File: src/rtl/furnace_pkg.sv
// Shared types and constants for the furnace operator and its helpers.
package furnace_pkg;

  typedef enum logic [2:0] {
    IDLE,
    HEAT,
    LOAD,
    BAKE,
    UNLOAD,
    DONE,
    FAULT
  } op_state_t;

  localparam int TEMP_W = 7;
  localparam int CNT_W  = 8;

  localparam logic [TEMP_W-1:0] TEMP_FLOOR = 7'd25;
  localparam logic [TEMP_W-1:0] TEMP_CEIL  = 7'd120;

  // Phases that advance the shared phase counter every cycle.
  function automatic logic is_timed(op_state_t s);
    return (s == HEAT) || (s == LOAD) || (s == BAKE) || (s == UNLOAD);
  endfunction

endpackage

File: src/rtl/phase_timer.sv
// Shared phase counter: clears on request, otherwise counts while enabled,
// and flags when it has reached the caller's runtime limit.
module phase_timer
  import furnace_pkg::*;
(
  input  logic             clock,
  input  logic             reset_n,
  input  logic             clear,
  input  logic             inc,
  input  logic [CNT_W-1:0] limit,
  output logic             expired
);

  logic [CNT_W-1:0] count;

  always_ff @(posedge clock or negedge reset_n) begin
    if (!reset_n) begin
      count <= '0;
    end else if (clear) begin
      count <= '0;
    end else if (inc) begin
      count <= count + CNT_W'(1);
    end
  end

  assign expired = (count == limit);

endmodule

File: src/rtl/furnace_operator.sv
// Closed-loop bake-job sequencer: heat, load, bake, unload, with a sticky
// fault on alarm or heat timeout. All outputs are registered.
module furnace_operator
  import furnace_pkg::*;
#(
  parameter logic [TEMP_W-1:0] TARGET_TEMP  = 7'd100,
  parameter int                LOAD_CYCLES  = 4,
  parameter int                BAKE_CYCLES  = 20,
  parameter int                HEAT_TIMEOUT = 63
) (
  input  logic              clock,
  input  logic              reset_n,
  input  logic              job_req,
  input  logic              fault_clr,
  input  logic [TEMP_W-1:0] furnace_temp,
  input  logic              alarm,
  output logic              door_sig,
  output logic              usage,
  output logic              job_ack,
  output logic              job_done,
  output logic              fault,
  output logic              busy,
  output logic [7:0]        jobs_cnt
);

  if (TARGET_TEMP <= TEMP_FLOOR || TARGET_TEMP > TEMP_CEIL) begin : g_bad_target
    $error("furnace_operator: TARGET_TEMP outside the reachable furnace range");
  end
  if (LOAD_CYCLES < 1 || LOAD_CYCLES > 256) begin : g_bad_load
    $error("furnace_operator: LOAD_CYCLES must be 1..256");
  end
  if (BAKE_CYCLES < 1 || BAKE_CYCLES > 256) begin : g_bad_bake
    $error("furnace_operator: BAKE_CYCLES must be 1..256");
  end
  if (HEAT_TIMEOUT < 1 || HEAT_TIMEOUT > 256) begin : g_bad_heat
    $error("furnace_operator: HEAT_TIMEOUT must be 1..256");
  end

  localparam logic [CNT_W-1:0] LOAD_LIM = CNT_W'(LOAD_CYCLES - 1);
  localparam logic [CNT_W-1:0] BAKE_LIM = CNT_W'(BAKE_CYCLES - 1);
  localparam logic [CNT_W-1:0] HEAT_LIM = CNT_W'(HEAT_TIMEOUT - 1);

  op_state_t        state;
  logic             hot;
  logic             expired;
  logic             phase_end;
  logic             timed;
  logic [CNT_W-1:0] limit;

  // furnace_temp is stable at posedge (furnace updates on negedge), so no sync.
  assign hot   = (furnace_temp >= TARGET_TEMP);
  assign timed = is_timed(state);

  always_comb begin
    limit = '0;
    case (state)
      HEAT:         limit = HEAT_LIM;
      LOAD, UNLOAD: limit = LOAD_LIM;
      BAKE:         limit = BAKE_LIM;
      default:      limit = '0;
    endcase
  end

  // Any exit from the current phase restarts the counter for the next one.
  assign phase_end = expired
                   | ((state == HEAT) & hot)
                   | (((state == LOAD) | (state == UNLOAD)) & alarm);

  phase_timer u_phase_timer (
    .clock   (clock),
    .reset_n (reset_n),
    .clear   (~timed | phase_end),
    .inc     (timed),
    .limit   (limit),
    .expired (expired)
  );

  always_ff @(posedge clock or negedge reset_n) begin
    if (!reset_n) begin
      state    <= IDLE;
      door_sig <= 1'b0;
      usage    <= 1'b0;
      job_ack  <= 1'b0;
      job_done <= 1'b0;
      fault    <= 1'b0;
      busy     <= 1'b0;
      jobs_cnt <= 8'd0;
    end else begin
      job_ack  <= 1'b0;
      job_done <= 1'b0;
      case (state)
        IDLE: begin
          if (job_req) begin
            state   <= HEAT;
            job_ack <= 1'b1;
            busy    <= 1'b1;
          end
        end
        HEAT: begin
          if (hot) begin
            state    <= LOAD;
            door_sig <= 1'b1;
            usage    <= 1'b1;
          end else if (expired) begin
            state <= FAULT;
            fault <= 1'b1;
            busy  <= 1'b0;
          end
        end
        LOAD: begin
          if (alarm) begin
            state    <= FAULT;
            fault    <= 1'b1;
            busy     <= 1'b0;
            door_sig <= 1'b0;
            usage    <= 1'b0;
          end else if (expired) begin
            state    <= BAKE;
            door_sig <= 1'b0;
          end
        end
        BAKE: begin
          // Alarm is deliberately ignored while the door is shut and baking.
          if (expired) begin
            state    <= UNLOAD;
            door_sig <= 1'b1;
          end
        end
        UNLOAD: begin
          if (alarm) begin
            state    <= FAULT;
            fault    <= 1'b1;
            busy     <= 1'b0;
            door_sig <= 1'b0;
            usage    <= 1'b0;
          end else if (expired) begin
            state    <= DONE;
            door_sig <= 1'b0;
            usage    <= 1'b0;
            job_done <= 1'b1;
            jobs_cnt <= jobs_cnt + 8'd1;
          end
        end
        DONE: begin
          state <= IDLE;
          busy  <= 1'b0;
        end
        FAULT: begin
          if (fault_clr) begin
            state <= IDLE;
            fault <= 1'b0;
          end
        end
        default: begin
          state    <= IDLE;
          door_sig <= 1'b0;
          usage    <= 1'b0;
          fault    <= 1'b0;
          busy     <= 1'b0;
        end
      endcase
    end
  end

endmodule

File: config.mk
export PLATFORM = sky130hd
export DESIGN_NAME = furnace_operator
export DESIGN_NICKNAME = d
export VERILOG_FILES = /design/src/rtl/furnace_pkg.sv /design/src/rtl/phase_timer.sv /design/src/rtl/furnace_operator.sv
export SDC_FILE = /design/constraint.sdc
export NUM_CORES = 1
export LEC_CHECK = 0
export BUFFER_PORTS_ARGS = -buffer_cell sky130_fd_sc_hd__buf_2
export CAP_MARGIN = 20
export CORE_MARGIN = 4
export CORE_UTILIZATION = 40
export DETAILED_ROUTE_END_ITERATION = 8
export SLEW_MARGIN = 20
export SYNTH_ARGS = -nofsm -noshare
export SYNTH_HDL_FRONTEND = slang
export SYNTH_SLANG_ARGS = --single-unit
export TNS_END_PERCENT = 50
File: constraint.sdc
create_clock -name clock -period 2.2 [get_ports clock]
set_clock_uncertainty 0.05 [all_clocks]
set_input_delay 0.33 -clock clock [delete_from_list [all_inputs] [get_ports clock]]
set_output_delay 0.33 -clock clock [all_outputs]
set_load 0.02 [all_outputs]
## After elaboration in Yosys (flattened, before gate mapping)

Index checks and enable logic that the tools add are counted.

- Bitwise operators: 12
- Reduce and logical (&&, ||, !) cells: 16
- Equality and inequality tests: 19
- Mux-type cells: 32
- Magnitude comparators: 1
- Add/subtract/negate cells: 2

Operators by type and width:

| kind | count |
|---|---|
| $mux 3 | 9 |
| $pmux 3 s6 | 1 |
| $pmux 6 s3 | 1 |
| $add 8x1->8 const B | 2 |
| $mux 8 | 2 |
| $pmux 1 s4 | 4 |
| $mux 1 | 15 |
| $ne 2x2->1 const B | 7 |
| $reduce_and 5->1 | 2 |
| $eq 3x3->1 const B | 3 |
| $ne 3x3->1 const B | 3 |
| $eq 8x6->1 | 1 |
| $reduce_and 4->1 | 2 |
| $ge 7x7->1 const B | 1 |
| $eq 3x2->1 const B | 2 |
| $not 1->1 | 6 |
| $reduce_and 6->1 | 1 |
| $reduce_or 3->1 | 2 |
| $or 1x1->1 | 4 |
| $reduce_or 2->1 | 2 |
| $reduce_or 4->1 | 1 |
| $eq 3x1->1 const B | 1 |
| $logic_not 3->1 | 1 |
| $logic_or 1x1->1 | 3 |
| other kinds (5) | 6 |

- Output and inout port bits: 14
- Logic and storage cells: 91
- Flip-flop bits (word level): 25
- Input port bits: 12

## Depth between registers and ports, before layout

Gate-level depths: netlist (run 1).

- Depth after elaboration: 8
- Gate-level depth with buffers: 7
- Mapped depth without buffers: 5

## By module

From an unflattened synthesis (run 1), not the netlist that was laid out.

- Cells, all modules: 154
- Area total of the unflattened synthesis: 1485.2 um2

Modules (own cells, without submodules):

| module | cells each | times used | area each (um2) | sequential area each (um2) |
|---|---|---|---|---|
| furnace_operator | 105 | 1 | 1009.7 | 425.4 |
| phase_timer | 49 | 1 | 475.5 | 200.2 |

## Least setup slack after synthesis (run 1)

No wires, ideal clock.

- Path type: register to register
- From: reg state[2]
- To: reg state[0]
- Library setup time: 0.128 ns
- Data arrival time: 1.758 ns
- Clock period less this slack: 1.935 ns
- Stages on the path, launching flop included: 7
- Data required time: 2.022 ns
- Path buffers: 1
- Path slack: 0.265 ns
- Cells stage by stage: dfrtp_1 > buf_4 > nor3b_2 > and4_1 > o2111ai_2 > o21ai_2 > mux2_1

- Word-level cells in the longest chain between the ends: 6
- Elaborated cells between the ends (all ways): 17
- Those cells by class: 12 x eq/ne; 2 x mux; 3 x reduce/logical

Ends and longest elaborated chain:

| what | RTL line | text |
|---|---|---|
| start, declared | furnace_operator.sv:43 | `op_state_t state;` |
| start signal, assigned | furnace_operator.sv:80 | `state <= IDLE;` |
| start signal, assigned | furnace_operator.sv:94 | `state <= HEAT;` |
| start signal, assigned | furnace_operator.sv:101 | `state <= LOAD;` |
| $eq 3x2->1 / $eq 3x3->1 (equally long branches) | furnace_operator.sv:56, furnace_operator.sv:91 |  |
| $reduce_or 2->1 (no line) | -- |  |
| $pmux 6 s3 | furnace_operator.sv:56 | `case (state)` |
| $eq 8x6->1 | phase_timer.sv:26 | `assign expired = (count == limit);` |
| $ne 3x3->1 (no line) / $ne 2x2->1 (equally long branches) | -- |  |
| $reduce_and 6->1 (no line) | -- |  |

Several ways; a longest one is shown, not always the timed one.
A chain may end at the register's enable or synchronous reset.

## Final worst setup path (run 1)

- From: reg state[2]
- To: reg fault

- Word-level cells in the longest chain between the ends: 6
- Elaborated cells between the ends (all ways): 18
- Those cells by class: 11 x eq/ne; 2 x mux; 1 x bitwise; 4 x reduce/logical

Ends and longest elaborated chain:

| what | RTL line | text |
|---|---|---|
| $eq 3x2->1 / $eq 3x3->1 (equally long branches) | furnace_operator.sv:56, furnace_operator.sv:91 |  |
| $reduce_or 2->1 (no line) | -- |  |
| $pmux 6 s3 | furnace_operator.sv:56 |  |
| $eq 8x6->1 | phase_timer.sv:26 |  |
| $ne 2x2->1 (no line) | -- |  |
| $reduce_and 5->1 (no line) | -- |  |
| end signal, assigned | furnace_operator.sv:85 | `fault <= 1'b0;` |
| end signal, assigned | furnace_operator.sv:106 | `fault <= 1'b1;` |
| end signal, assigned | furnace_operator.sv:113 | `fault <= 1'b1;` |
| end, declared | furnace_operator.sv:21 | `output logic fault,` |

Several ways; a longest one is shown, not always the timed one.

==> results of run 1 <==
flip-flops by register name, summed over array words and instances, names as in the netlist:
signal / cells
u_phase_timer.count: 8
door_sig: 1
busy: 1
jobs_cnt: 8
usage: 1
job_ack: 1
fault: 1
state: 3
job_done: 1
layout make-up:
class | count | share of cell area (%)
Timing Repair Buffer | 37 | 12.7
Multi-Input combinational cell | 115 | 45.1
Inverter | 3 | 0.640
Sequential cell | 25 | 35.5
Clock buffer | 3 | 2.35
Clock inverter | 1 | 0.498
Tap cell | 46 | 3.27
power by group through the flow:
stage	Combinational, mW	Sequential [mW]	Clock (mW)
after global placement	1.25	0.696	0
after CTS	1.28	0.695	0.297
after global routing	1.40	0.714	0.319
after detailed placement	1.26	0.703	0
final	1.27	0.696	0.289
after floorplan	0.859	0.733	0
repair_timing:
item	4_1_cts	5_1_grt
hold buffers	1	0
setup endpoints to repair	0	1
resized for setup	0	1
endpoints found under the hold margin	10	0
routing by layer:
layer  GRT usage (%)  part of all wire (%)  vias to the layer above
met3            2.43                   3.8                        2
met5               0                     0                        -
met1            18.2                    48                      579
li1                -                     -                      607
met2            24.8                    48                       16
met4            3.72                  0.61                        0
placed cells by master, fill, tap and decap left out, drive strengths merged:
master / instances
o211ai: 4
o311a: 1
nand2: 9
o2111a: 1
dfrtp: 25
and3: 3
xnor2: 5
ha: 2
o22ai: 2
buf: 36
nor2: 14
nor2b: 4
clkbuf: 3
and4: 1
inv: 4
nand2b: 5
o41ai: 1
o221ai: 1
o2111ai: 1
and2: 2
a21oi: 8
o21bai: 2
nor4b: 1
or3: 1
a21boi: 2
a211o: 1
xor2: 12
o311ai: 1
mux2: 2
or2: 1
o21ai: 7
nor3: 6
nand3: 4
nand4: 5
nor3b: 1
dlygate4sd3: 1
a21o: 2
nor4: 3
cell families (layout without fill, tap and decap cells):
| kind of cell | Yosys count | count (layout) | synth area share [%] |
|---|---|---|---|
| AND/OR/NAND/NOR | 60 | 60 | 23.8 |
| AO/OA/AOI/OAI | 34 | 34 | 16.4 |
| flip-flops | 25 | 25 | 42.5 |
| XOR/XNOR | 17 | 17 | 10.1 |
| buffers and inverters | 11 | 44 | 3.99 |
| adder cells (fa/ha/maj) | 2 | 2 | 1.70 |
| multiplexers | 2 | 2 | 1.53 |
final timing paths:
path | endpoint | slack [ns] | cells after the start | from
setup / recovery | fault | 0.19 | 7 | state[2]
hold / removal | job_ack | 0.28 | 3 | job_req
setup reg to reg | fault | 0.19 | 7 | state[2]
hold reg to reg | jobs_cnt[7] | 0.42 | 1 | jobs_cnt[7]
max in group asynchronous | state[1] | 1.22 | 2 | reset_n
min in group asynchronous | jobs_cnt[5] | 0.51 | 2 | reset_n
tightest hold or removal path: stages:
cell and delay (ns):
buf_2 0.09, nand2b_1 0.08, nor3_1 0.06
==> flow_summary_export.csv, run 1 <==
group,metric,value,unit
outcome,status,"completed",
global_route,grt.overflow.total,0,
setup_path,crit_buf_inv,2,
sta,drv_slew,0,
finish,fin_area,0.00176,mm²
clock_network,clkLatencyLatePin,0.27,ns
power,p_comb_share,56.4,%
synth,synth-edff-count,0,
floorplanning,initial_core_util,42.8,%
synth,synth.most_common_cell,"dfrtp_1",
power,ir_drop,0.502,mV
synth,yosysUniqueCellTypes,42,
sta,setup_tns,0,ns
finish,multi_input_area,793,µm²
drt,num_vias,1204,
clock_network,cts_setup_buffers,0,
setup_path,endpoint_kind,"flop",
placement,gp_congestion,0.797,
floorplanning,die_area,0.00472,mm²
placement,place_inst,225,
drt,viasPerCell,5.23,
drt,drt_first_pass_iters,4,
power,p_switching,1.02,mW
finish,num-fill-cells,341,
setup_path,crit_chain,"buf_4 -> nor2b_1 -> a21oi_2 -> xnor2_1 -> buf_4 -> nor3_1 -> a211o_1",
floorplanning,die_height,68.7,µm
global_route,grt_max_degree,26,
synth,synth_area_per_cell,9.75,µm²
finish,nNetsFinal,199,
power,clkPwrFrac,12.8,%
finish,final-instance-count-excl-fill,230,
sta,hold_ws,0.285,ns
global_route,grtUsageTotal,14.3,%
finish,drive_above_1_share,27.2,%
synth,synth_area,0.00147,mm²
sta,layout_min_cycle_time,2.01,ns
setup_path,crit_family,"flip-flops",
clock_network,clk_pin_slew_worst_paths,0.09,ns
power,power.density,1280,mW/mm²
global_route,antenna_found_initial,0,
finish,regArea,626,µm²
clock_network,cts_root_buf,"clkbuf_8",
placement,place_ws,0.118,ns
setup_path,start_kind,"flop",
synth,synth_flop_cell,"dfrtp_1",
clock_network,ctsLongestPathBuffers,2,
synth,synthTopCellsByArea,"dfrtp_1, xor2_1, nor2_1",
clock_network,clock-sinks,25,
setup_path,required,2.31,ns
global_route,grt_pass1_vias,1163,
finish,area_delta_synth_final,19.5,%
clock_network,cts_made_buffers,3,
drt,drc,0,
sta,setup_viol,0,
floorplanning,die_w,68.7,µm
clock_network,cts_tree,"built",
sta,max-slew-margin-rel,63.9,%
synth,yosysWarnings,0,
synth,synth_top_cell_by_area,"dfrtp_1",
power,power,2.26,mW
power,swShare,45.3,%
drt,wire_per_inst,13.6,µm
setup_path,cp_data_arrival_time,2.12,ns
drt,wirelength,3120,µm
setup_path,path_common_cell,"buf_4",
synth,synth_fp_nets,165,
sta,timing.final.crit_share,91.5,%
global_route,grt_first_pass_wirelength,5110,µm
floorplanning,coreArea,0.00344,mm²
setup_path,path_class,"flop to flop",
sta,tightest_slew,0.541,ns
synth,ys_top_cells_by_count,"dfrtp_1, nor2_1, xor2_1, nand2_1, a21oi_1",
setup_path,path_max_fanout,9,
sta,rsz0062_at_grt,"false",
clock_network,cts.htree.levels,1,
sta,max_freq,497,MHz
synth,synth_seq_cells,25,
synth,seq_area_frac_synth,42.5,%
floorplanning,ios,26,
power,power_frac_seq,30.8,%
drt,first_iter_violations,56,
placement,place_hpwl,2410,µm
synth,async_flop_share,100,%
power,p_leak,0.852,nW
finish,antenna_cells,0,
job,cap_violations,0,
drt,ant_nets,0,
sta,final-hold-violation-count,0,
hold_path,min_path_type,"input port to flop",
finish,finalCoreUtilization,51.1,%
setup_path,slowest_stage,"dfrtp_1",
placement,portBuffers,23,
synth,synth_top_area_share,42.5,%
synth,syn_inst,151,
placement,place_area,0.00170,mm²
floorplanning,rows,21,
power,power.internal,1.23,mW
sta,setup_ws,0.187,ns
setup_path,max_stage_delay,0.44,ns
Power figures use the tool's default switching activity.
==> inputs of run 2 (changes only) <==
--- a/config.mk
+++ b/config.mk
@@ -5,11 +5,12 @@
 export SDC_FILE = /design/constraint.sdc
 export NUM_CORES = 1
 export LEC_CHECK = 0
-export BUFFER_PORTS_ARGS = -buffer_cell sky130_fd_sc_hd__buf_2
 export CAP_MARGIN = 20
 export CORE_MARGIN = 4
 export CORE_UTILIZATION = 40
+export CTS_BUF_LIST = sky130_fd_sc_hd__clkbuf_8
 export DETAILED_ROUTE_END_ITERATION = 8
+export DONT_BUFFER_PORTS = 1
 export SLEW_MARGIN = 20
 export SYNTH_ARGS = -nofsm -noshare
 export SYNTH_HDL_FRONTEND = slang
==> flow_summary_export.csv, run 2 (synthesized netlist as in run 1, its figures left out) <==
group,metric,value,unit
sta,setup_viol,0,
finish,final_common_cell,"dfrtp_1",
clock_network,clk_pin_slew_worst_paths,0.08,ns
placement,place_inst,201,
global_route,antenna_found_initial,0,
sta,tightest_slew,0.389,ns
job,cap_violations,0,
setup_path,rrSetupSlack,0.17,ns
global_route,grtUsageTotal,14.3,%
floorplanning,coreArea,0.00344,mm²
finish,drive_above_1_share,16.8,%
floorplanning,initial_core_util,42.8,%
power,p_comb_share,52.0,%
drt,ant_nets,0,
global_route,grt_max_degree,26,
global_route,grt_first_pass_wirelength,5050,µm
clock_network,clock-sinks,25,
finish,nNetsFinal,176,
setup_path,path_max_fanout,5,
setup_path,required,2.30,ns
hold_path,min_path_type,"input port to flop",
drt,first_iter_violations,108,
floorplanning,die_area,0.00472,mm²
hold_path,holdPathStages,2,
setup_path,endpoint_kind,"flop",
floorplanning,rows,21,
sta,drv_slew,0,
floorplanning,die_height,68.7,µm
drt,viasPerCell,5.48,
clock_network,cts_made_buffers,3,
power,power_frac_seq,35.8,%
power,p_switching,992,µW
power,power.internal,1.17,mW
setup_path,start_kind,"flop",
power,p_leak,0.757,nW
floorplanning,ios,26,
finish,largestRegisters,"jobs_cnt: 8 flops, u_phase_timer.count: 8 flops, state: 3 flops",
sta,timing.final.crit_share,92.3,%
sta,layout_min_cycle_time,2.03,ns
setup_path,path_class,"flop to flop",
hold_path,min_to,"job_ack",
sta,final-hold-violation-count,0,
power,clkPwrFrac,12.2,%
placement,gp_congestion,0.851,
sta,max-slew-margin-rel,74.0,%
drt,wirelength,3100,µm
sta,max_freq,493,MHz
power,swShare,45.9,%
hold_path,min_from,"job_req",
clock_network,cts_root_buf,"clkbuf_8",
finish,area_delta_synth_final,12.7,%
drt,drt_first_pass_iters,4,
clock_network,cts_tree,"built",
placement,portBuffers,0,
setup_path,worstRegToRegCells,5,
global_route,grt_pass1_vias,1086,
outcome,status,"completed",
setup_path,r2r-end,"jobs_cnt[1]",
finish,final-instance-count-excl-fill,207,
finish,antenna_cells,0,
drt,drc,0,
sta,setup_tns,0,ns
finish,final_cell_mix,"dfrtp_1, nor2_1, xor2_1, buf_4, nand2_1",
drt,wire_per_inst,15.0,µm
setup_path,cp_data_arrival_time,2.13,ns
power,ir_drop,0.462,mV
sta,setup_ws,0.170,ns
drt,num_vias,1134,
power,power.density,1300,mW/mm²
sta,rsz0062_at_grt,"false",
clock_network,ctsLongestPathBuffers,2,
clock_network,clkLatencyLatePin,0.26,ns
global_route,grt.overflow.total,0,
floorplanning,die_w,68.7,µm
placement,place_hpwl,2260,µm
setup_path,worst_r2r_startpoint,"state[2]",
placement,place_ws,0.148,ns
clock_network,cts.htree.levels,1,
==> run 2: changes by cell type in the layout (fill, tap and decap cells not counted), sizes merged <==
cell	change
buf	-23
==> run 2: power by group through the flow <==
stage,registers [mW],logic (mW),clock network [mW]
2_1_floorplan,0.733,0.859,0
3_3_place_gp,0.779,1.06,0
3_5_place_dp,0.784,1.08,0
4_1_cts,0.774,1.11,0.274
5_1_grt,0.794,1.24,0.297
6_report,0.773,1.12,0.264
==> run 2: layer usage <==
layer  wire (µm)  vias to the layer above  global-route usage (%)
li1            -                      561                       -
met1        1390                      551                    18.0
met2        1520                       18                    23.6
met3         147                        4                    3.73
met4          40                        0                    4.47
met5           0                        -                       0
==> run 2: final cells by class <==
class	instances	area, µm²
clock buffer	3	41.3
multi-input combinational	115	801
timing repair buffer	14	120
inverter	3	11.3
tap	46	57.6
clock inverter	1	3.75
sequential	25	626
fill	317	1780
==> run 2: worst max path at each step <==
stage / endpoint / slack [ns] / startpoint / depth (start not counted)
after floorplan: state[0] / 0.26 / state[2] / 6
after global placement: jobs_cnt[1] / 0.17 / u_phase_timer.count[3] / 5
after detailed placement: jobs_cnt[1] / 0.15 / u_phase_timer.count[3] / 5
after CTS: state[2] / 0.07 / u_phase_timer.count[3] / 5
after global routing: jobs_cnt[1] / 0.05 / u_phase_timer.count[3] / 5
final: jobs_cnt[1] / 0.17 / state[2] / 5
==> run 2: worst max-delay path: stages (launching register included) <==
cell      delay [ns]
dfrtp_1         0.45
nor3b_2         0.32
and4_1          0.28
o2111a_1        0.23
and3_1          0.24
mux2_1          0.34
==> run 2: timing repair <==
| item | CTS | global route |
|---|---|---|
| buffers inserted | 0 | 0 |
| gates resized for setup | 0 | 2 |
| endpoints found under the setup margin | 0 | 3 |
| hold buffers | 2 | 0 |
| endpoints found under the hold margin | 25 | 0 |
==> run 2: stage by stage <==
step,hold WS (ns),instance area [µm²],util (%),total power [mW]
global placement,-0.0150,1570,45.7,1.84
global route,0.197,1660,48.2,2.33
detailed placement,-0.0149,1570,45.7,1.87
finish,0.172,1660,48.2,2.16
CTS,0.172,1650,47.9,2.15
floorplan,-0.0156,1470,-,1.59
==> inputs of run 3 (changes only) <==
--- a/config.mk
+++ b/config.mk
@@ -6,11 +6,13 @@
 export NUM_CORES = 1
 export LEC_CHECK = 0
 export CAP_MARGIN = 20
-export CORE_MARGIN = 4
+export CELL_PAD_IN_SITES_DETAIL_PLACEMENT = 0
+export CELL_PAD_IN_SITES_GLOBAL_PLACEMENT = 2
 export CORE_UTILIZATION = 40
 export CTS_BUF_LIST = sky130_fd_sc_hd__clkbuf_8
 export DETAILED_ROUTE_END_ITERATION = 8
 export DONT_BUFFER_PORTS = 1
+export PLACE_DENSITY = 0.85
 export SLEW_MARGIN = 20
 export SYNTH_ARGS = -nofsm -noshare
 export SYNTH_HDL_FRONTEND = slang
==> flow_summary_export.csv, run 3 (synthesized netlist as in run 1, its figures left out) <==
group,metric,value,unit
setup_path,cp_data_arrival_time,2.21,ns
setup_path,crit_chain,"or3_1 -> nor3_1 -> o2111a_1 -> and3_1 -> mux2_1",
global_route,grt_max_degree,26,
finish,regArea,626,µm²
global_route,grtUsageTotal,17.1,%
global_route,gr-max-usage-layer,"met2",
power,p_comb_share,51.7,%
sta,max_freq,477,MHz
power,ir_drop,0.528,mV
floorplanning,ios,26,
sta,rsz0062_at_grt,"false",
power,p_switching,1.00,mW
floorplanning,rows,21,
finish,final_cell_mix,"dfrtp_1, nor2_1, buf_4, xor2_1, nand2_1",
global_route,met1_usage,22.5,%
clock_network,cts_tree,"built",
clock_network,cts_root_buf,"clkbuf_8",
drt,viasPerCell,5.41,
hold_path,min_path_type,"input port to flop",
sta,setup_tns,0,ns
floorplanning,die_area,0.00393,mm²
power,power.internal,1.17,mW
placement,portBuffers,0,
setup_path,slowest_stage,"dfrtp_1",
global_route,use_met3,4.01,%
setup_path,max_stage_delay,0.42,ns
setup_path,path_max_fanout,5,
finish,nNetsFinal,177,
global_route,grt_first_pass_wirelength,5170,µm
power,power.density,1310,mW/mm²
sta,layout_min_cycle_time,2.10,ns
drt,drc,0,
finish,multi_input_area,788,µm²
clock_network,clk_pin_slew_worst_paths,0.09,ns
job,cap_violations,0,
global_route,grt.overflow.total,0,
drt,num_vias,1126,
global_route,grt_pass1_vias,1072,
sta,max-slew-margin-rel,75.4,%
power,p_leak,0.756,nW
finish,final_common_cell,"dfrtp_1",
global_route,grtUsageMet2,27.3,%
sta,drv_slew,0,
drt,wirelength,3100,µm
clock_network,cts.htree.levels,1,
placement,place_hpwl,2270,µm
floorplanning,die_height,62.7,µm
outcome,status,"completed",
power,swShare,46.2,%
power,power,2.17,mW
drt,drt_first_pass_iters,4,
finish,largestRegisters,"jobs_cnt: 8 flops, u_phase_timer.count: 8 flops, state: 3 flops",
sta,tightest_slew,0.369,ns
clock_network,cts_made_buffers,3,
setup_path,start_kind,"flop",
finish,num-fill-cells,334,
setup_path,endpoint_kind,"flop",
sta,setup_viol,0,
setup_path,path_class,"flop to flop",
setup_path,required,2.31,ns
finish,area_delta_synth_final,12.4,%
clock_network,ctsLongestPathBuffers,2,
floorplanning,initial_core_util,42.8,%
finish,drive_above_1_share,16.0,%
drt,ant_nets,0,
floorplanning,coreArea,0.00344,mm²
clock_network,cts_setup_buffers,0,
floorplanning,die_w,62.7,µm
clock_network,clkLatencyLatePin,0.28,ns
power,clkPwrFrac,12.6,%
sta,final-hold-violation-count,0,
power,power_frac_seq,35.6,%
sta,timing.final.crit_share,95.3,%
clock_network,clock-sinks,25,
drt,wire_per_inst,14.9,µm
global_route,antenna_found_initial,0,
finish,antenna_cells,0,
drt,first_iter_violations,52,
placement,gp_congestion,0.756,
-- run 3: power groups by stage --
stage,combinational (mW),sequential (mW),clock (mW)
2_1_floorplan,0.859,0.733,0
3_3_place_gp,1.09,0.777,0
3_5_place_dp,1.11,0.784,0
4_1_cts,1.13,0.772,0.283
5_1_grt,1.24,0.790,0.299
6_report,1.12,0.771,0.274
-- run 3: path summary, 6_finish.rpt --
path,from,end,slack [ns],depth (start not counted)
min in group asynchronous,reset_n,jobs_cnt[5],0.43,2
min reg2reg,u_phase_timer.count[7],u_phase_timer.count[7],0.50,2
max reg2reg,u_phase_timer.count[3],jobs_cnt[1],0.10,5
max in group asynchronous,reset_n,u_phase_timer.count[3],1.51,2
min,job_req,job_ack,0.16,2
max,u_phase_timer.count[3],jobs_cnt[1],0.10,5
-- run 3: timing repair --
item / in CTS / in global routing
hold endpoints to repair: 25 / 0
hold buffers: 2 / 0
gates resized for setup: 0 / 0
-- run 3: area by class of cell --
class	instances	share of cell area, %
Clock buffer	3	2.49
Clock inverter	1	0.227
Inverter	3	0.680
Multi-Input combinational cell	115	47.6
Sequential cell	25	37.8
Tap cell	46	3.48
Timing Repair Buffer	15	7.71
-- run 3: through the flow --
step	std cells	util, %	area [µm²]	worst slack [ns]	hold slack, ns
final	208	48.1	1660	0.103	0.160
after global routing	208	48.1	1660	0.0208	0.168
after CTS	208	48.1	1660	0.0795	0.163
after detailed placement	202	45.9	1580	0.112	-0.0151
after global placement	202	45.9	1580	0.145	-0.0151
after floorplan	151	-	1470	0.265	-0.0156
-- run 3: worst max-delay path: cells and delay by family, from the launching register on --
kind,cells,cell delay (ns)
and+or+nand+nor,3,0.88
DFF,1,0.42
muxes,1,0.35
AOI/OAI and AO/OA,1,0.29
-- run 3: metal layers --
layer | vias up | share of wire (%) | wire [µm]
met2 | 22 | 48 | 1470
met1 | 539 | 48 | 1470
met4 | 0 | 1.5 | 46
met5 | - | 0 | 0
met3 | 5 | 3.3 | 103
li1 | 560 | - | -
